## config.mk

```make
export PLATFORM = sky130hd
export DESIGN_NAME = spi_reg_rx
export DESIGN_NICKNAME = d
export VERILOG_FILES = /design/src/rtl/spi_reg_rx.sv
export SDC_FILE = /design/constraint.sdc
export NUM_CORES = 1
export LEC_CHECK = 0
export CAP_MARGIN = 5
export CORE_MARGIN = 3
export CORE_UTILIZATION = 55
export CTS_BUF_LIST = sky130_fd_sc_hd__clkbuf_4
export DETAILED_ROUTE_END_ITERATION = 6
export PLACE_DENSITY = 0.81
export SYNTH_ARGS = -nofsm -noshare
export SYNTH_HDL_FRONTEND = slang
export SYNTH_SLANG_ARGS = --single-unit
export TNS_END_PERCENT = 10
```

## constraint.sdc

```tcl
create_clock -name clk -period 2.1 [get_ports clk]
set_input_delay 0.42 -clock clk [delete_from_list [all_inputs] [get_ports clk]]
set_output_delay 0.42 -clock clk [all_outputs]
set_load 0.02 [all_outputs]
```

## src/rtl/spi_reg_rx.sv

```systemverilog
// spi_reg_rx: SPI mode-0 slave receiving 40-bit register frames; writes commit atomically at cs_n rise.
// Define SPI_READBACK_EN to enable register readback on miso.
module spi_reg_rx #(
    parameter logic [31:0] FRE_RST  = 32'd102900,
    parameter logic [31:0] SEL_RST  = 32'd1,
    parameter logic [31:0] ID_VALUE = 32'h5458_4F4B
) (
    input  logic        clk,
    input  logic        rst,
    input  logic        sclk,
    input  logic        cs_n,
    input  logic        mosi,
    output logic        miso,
    output logic        miso_oe,
    output logic [31:0] SPI_fre,
    output logic [31:0] SPI_sel_wave,
    output logic        upd_pulse,
    output logic        frame_err
);
    localparam logic [1:0] IDLE = 2'd0;
    localparam logic [1:0] CMD  = 2'd1;
    localparam logic [1:0] DATA = 2'd2;
    localparam logic [1:0] HOLD = 2'd3;
    logic [2:0]  sclk_s, cs_s, mosi_s;
    logic [1:0]  state;
    logic [5:0]  bit_cnt;
    logic [31:0] sr;
    logic [6:0]  addr;
    logic        rw, bad;
    logic        sclk_rise, sclk_fall, cs_fall, cs_rise, mosi_b;
    logic [6:0]  cmd_addr;
    assign sclk_rise = sclk_s[1] & ~sclk_s[2];
    assign sclk_fall = ~sclk_s[1] & sclk_s[2];
    assign cs_fall   = ~cs_s[1] & cs_s[2];
    assign cs_rise   = cs_s[1] & ~cs_s[2];
    assign mosi_b    = mosi_s[2];
    assign cmd_addr  = {sr[5:0], mosi_b};
    // cs_n synchroniser resets low so a cs_n already low at reset release never looks like a fall
    always_ff @(posedge clk) begin
        if (rst) begin
            sclk_s <= '0;
            cs_s   <= '0;
            mosi_s <= '0;
        end else begin
            sclk_s <= {sclk_s[1:0], sclk};
            cs_s   <= {cs_s[1:0], cs_n};
            mosi_s <= {mosi_s[1:0], mosi};
        end
    end
    always_ff @(posedge clk) begin
        if (rst) begin
            state        <= IDLE;
            bit_cnt      <= '0;
            sr           <= '0;
            addr         <= '0;
            rw           <= 1'b0;
            bad          <= 1'b0;
            SPI_fre      <= FRE_RST;
            SPI_sel_wave <= SEL_RST;
            upd_pulse    <= 1'b0;
            frame_err    <= 1'b0;
        end else begin
            upd_pulse <= 1'b0;
            frame_err <= 1'b0;
            if (cs_rise) begin
                state <= IDLE;
                if (state == CMD || state == DATA || (state == HOLD && bad))
                    frame_err <= 1'b1;
                else if (state == HOLD && !rw) begin
                    if (addr == 7'd0) SPI_fre <= sr;
                    if (addr == 7'd1) SPI_sel_wave <= sr;
                    upd_pulse <= addr < 7'd2;
                end
            end else if (state == IDLE) begin
                if (cs_fall) begin
                    bit_cnt <= '0;
                    bad     <= 1'b0;
                    state   <= CMD;
                end
            end else if (sclk_rise) begin
                bit_cnt <= bit_cnt < 6'd41 ? bit_cnt + 6'd1 : bit_cnt;
                if (state != HOLD) sr <= {sr[30:0], mosi_b};
                if (state == HOLD) bad <= 1'b1;
                if (state == CMD && bit_cnt == 6'd7) begin
                    rw    <= sr[6];
                    addr  <= cmd_addr;
                    state <= DATA;
                end
                if (state == DATA && bit_cnt == 6'd39) state <= HOLD;
            end
        end
    end
`ifdef SPI_READBACK_EN
    logic [31:0] shadow;
    assign miso_oe = state != IDLE;
    always_ff @(posedge clk) begin
        if (rst) begin
            shadow <= '0;
            miso   <= 1'b0;
        end else if (cs_rise) begin
            miso <= 1'b0;
        end else if (state == CMD && sclk_rise && bit_cnt == 6'd7 && sr[6]) begin
            shadow <= cmd_addr == 7'd0 ? SPI_fre :
                      cmd_addr == 7'd1 ? SPI_sel_wave :
                      cmd_addr == 7'd2 ? ID_VALUE : 32'd0;
        end else if (sclk_fall) begin
            miso   <= state == DATA && rw ? shadow[31] : 1'b0;
            shadow <= state == DATA && rw ? {shadow[30:0], 1'b0} : shadow;
        end
    end
`else
    assign miso    = 1'b0;
    assign miso_oe = 1'b0;
`endif
endmodule

```

==> flow_metrics.env <==
export IMPL_status="finished clean"
export IMPL_die_width_um=98.4
export IMPL_arrival_ns=2.34
export IMPL_endpoint_kind="register"
export IMPL_dpl_hpwl_mm=7.11
export IMPL_slew_limit_headroom=0.606
export IMPL_fin_worst_skew_ns=0.0182
export IMPL_worstSkewPairLatency_ns=0.51
export IMPL_hold_end="sclk_s[2]"
export IMPL_antennaDiodeCount=0
export IMPL_netlist_top_cells_area="dfxtp_1, a21oi_1, o21ai_0"
export IMPL_yosys_area_top_type="dfxtp_1"
export IMPL_grt_use_total=0.232
export IMPL_p_per_area_nw_per_um2=789
export IMPL_grt_max_degree=63
export IMPL_drt_wl_total_mm=11.3
export IMPL_row_count=33
export IMPL_hold_path_depth=2
export IMPL_r2r_end="sr[16]"
export IMPL_post_synth_num_cell_types=42
export IMPL_h_tree_depth=4
export IMPL_avgRoutedWirePerCell_um=15.7
export IMPL_rsz0062_at_grt="false"
export IMPL_crit_type="register to register"
export IMPL_startpoint_type="register"
export IMPL_viasPerCell=5.82
export IMPL_gp_congestion=0.900
export IMPL_grt_pass1_vias=4001
export IMPL_place_ws_ns=0.0621
export IMPL_die_h_um=98.4
export IMPL_r2r_setup_slack_ns=0.12
export IMPL_synth_cells=541
export IMPL_dieArea_um2=9680
export IMPL_synth_warnings=0
export IMPL_cap_viol_max_count=0
export IMPL_final_min_clock_period_ns=1.98
export IMPL_worst_slack_ns=0.120
export IMPL_worstMarginPinSlew_ns=0.591
export IMPL_clkSlewWorstSetupHoldPaths_ns=0.12
export IMPL_drtIter0Drc=236
export IMPL_areaGrowthSynthToFinish_pct=24.9
export IMPL_cp_required_ns=2.46
export IMPL_fin_nets=608
export IMPL_grt_pass1_wl_mm=18.6
export IMPL_synth_seq_cells=124
export IMPL_start_util=0.568
export IMPL_drc=0
export IMPL_ant_nets=0
export IMPL_min_from="rst"
export IMPL_r2r_cells=7
export IMPL_mostFrequentLayoutCell="dfxtp_1"
export IMPL_syn_avg_cell_area_um2=8.68
export IMPL_cts_tree="done"
export IMPL_cp_max_fo=32
export IMPL_postCtsSetupBuffers=0
export IMPL_yosysSeqAreaShare=0.529
export IMPL_cts_root_buf="clkbuf_4"
export IMPL_cts_sinks=124
export IMPL_port_buffers=70
export IMPL_period_share=0.943
export IMPL_antenna_found_initial=0
export IMPL_finalMaxSlewViolations=0
export IMPL_setup_viol=0
export IMPL_fin_setup_tns_ns=0
export IMPL_hold_ws_ns=0.391
export IMPL_drive_gt1_frac=0.0951
export IMPL_cts_hold_buffers=0
export IMPL_finalHoldViolations=0
export IMPL_numCtsBuffers=17
export IMPL_drtPass1Iterations=5
export IMPL_r2r_start="state[0]"
export IMPL_grt_ovfl_total=0
export IMPL_layout_common_cells="dfxtp_1, a21oi_1, clkdlybuf4s50_1"
export IMPL_dr_total_vias=4158
export IMPL_pin_count=73
export IMPL_leakagePower_uw=0.00203
export IMPL_synth_top_area_frac=0.529
export IMPL_netlist_area_um2=4690
export IMPL_hp_class="input port to register"
export IMPL_timing_fmax_mhz=505
export IMPL_irDropWorstVdd_mv=0.445
export IMPL_clockBufferDepth=2
export IMPL_coreArea_um2=8260
-- repair_timing --
item / CTS / global route
resized for setup: 0 / 5
endpoints found under the hold margin: 0 / 0
endpoints found under the setup margin: 0 / 10
-- stage by stage --
| stage | instance area, um2 | total power [uW] | std cells | util |
|---|---|---|---|---|
| finish | 5860 | 4630 | 715 | 0.710 |
| detailed placement | 5460 | 2480 | 683 | 0.661 |
| floorplan | 4700 | 2460 | 542 | - |
| global placement | 5460 | 2480 | 683 | 0.661 |
| global route | 5860 | 4760 | 715 | 0.710 |
| CTS | 5850 | 4650 | 715 | 0.709 |
-- report_power, final --
group | switching [uW] | internal, uW
registers | 2.91 | 2360
logic | 48.4 | 18.2
clock network | 896 | 1310
total | 947 | 3680
-- final cells by class --
class	instances	area, um2
flip-flops and latches	124	2490
inverters	5	18.8
repair buffers	84	845
fillers	644	2390
clock inverters	15	269
multi-input cells	365	1990
well taps	105	131
clock buffers	17	128
-- Yosys cell counts --
cell type,count
nand4_2,1
nor2_2,1
nand3_1,56
o31a_1,10
and4_1,1
conb_1,1
o21ai_0,57
mux2i_1,8
o32a_1,1
and3_1,3
o21bai_1,1
or4_1,9
and2b_1,1
a41oi_1,1
ha_1,6
nand4_1,1
a21oi_1,92
or3_1,2
o2bb2ai_1,1
clkinv_1,1
clkbuf_1,32
nor2_1,14
buf_4,2
a21o_1,2
nand2_1,64
and3b_1,1
and2_1,1
buf_2,11
buf_6,3
or2_2,2
nor4b_2,1
or3b_1,1
nor2b_1,10
a31oi_1,5
nor3b_1,1
dfxtp_1,124
nand2b_1,2
inv_1,4
nor3_1,2
nor4bb_1,1
nor4_1,3
nor3_2,1
-- kinds of logic after synthesis --
| kind of cell | Yosys count | synth area share |
|---|---|---|
| flops | 124 | 0.529 |
| mux | 8 | 0.0171 |
| buf+inv | 53 | 0.0517 |
| fa+ha+maj | 6 | 0.0160 |
| compound gates | 170 | 0.195 |
| simple gates | 179 | 0.191 |
| other cells | 1 | 0.000799 |
-- layer usage --
metal  part of all wire  up-vias  routed length, um  track usage
li1                   -     2008                  -            -
met1               0.42     1959               4740        0.288
met2               0.49      174               5560        0.381
met3              0.069       17                778       0.0636
met4              0.015        0                172       0.0956
met5                  0        -                  0            0
-- worst max path at each step --
stage                     startpoint     endpoint  slack [ns]
after floorplan             state[0]        sr[1]        0.21
after global placement      state[1]   SPI_fre[6]        0.17
after detailed placement    state[0]  SPI_fre[12]        0.06
after CTS                   state[0]  SPI_fre[12]       0.003
after global routing        state[0]  SPI_fre[12]        0.02
final                       state[0]       sr[16]        0.12
-- worst max-delay path: stages (launching register included) --
cell	delay [ns]
dfxtp_2	0.38
inv_1	0.07
ha_1	0.22
or3b_1	0.45
or3_1	0.38
buf_12	0.19
nand2_1	0.08
a21oi_1	0.06
-- sequential cells by signal, summed over array words and instances (netlist names) --
register,flops
sr,32
mosi_s,3
addr,7
SPI_fre,32
bit_cnt,6
sclk_s,3
bad,1
cs_s,3
upd_pulse,1
SPI_sel_wave,32
frame_err,1
rw,1
state,2
Power figures use the tool's default switching activity.
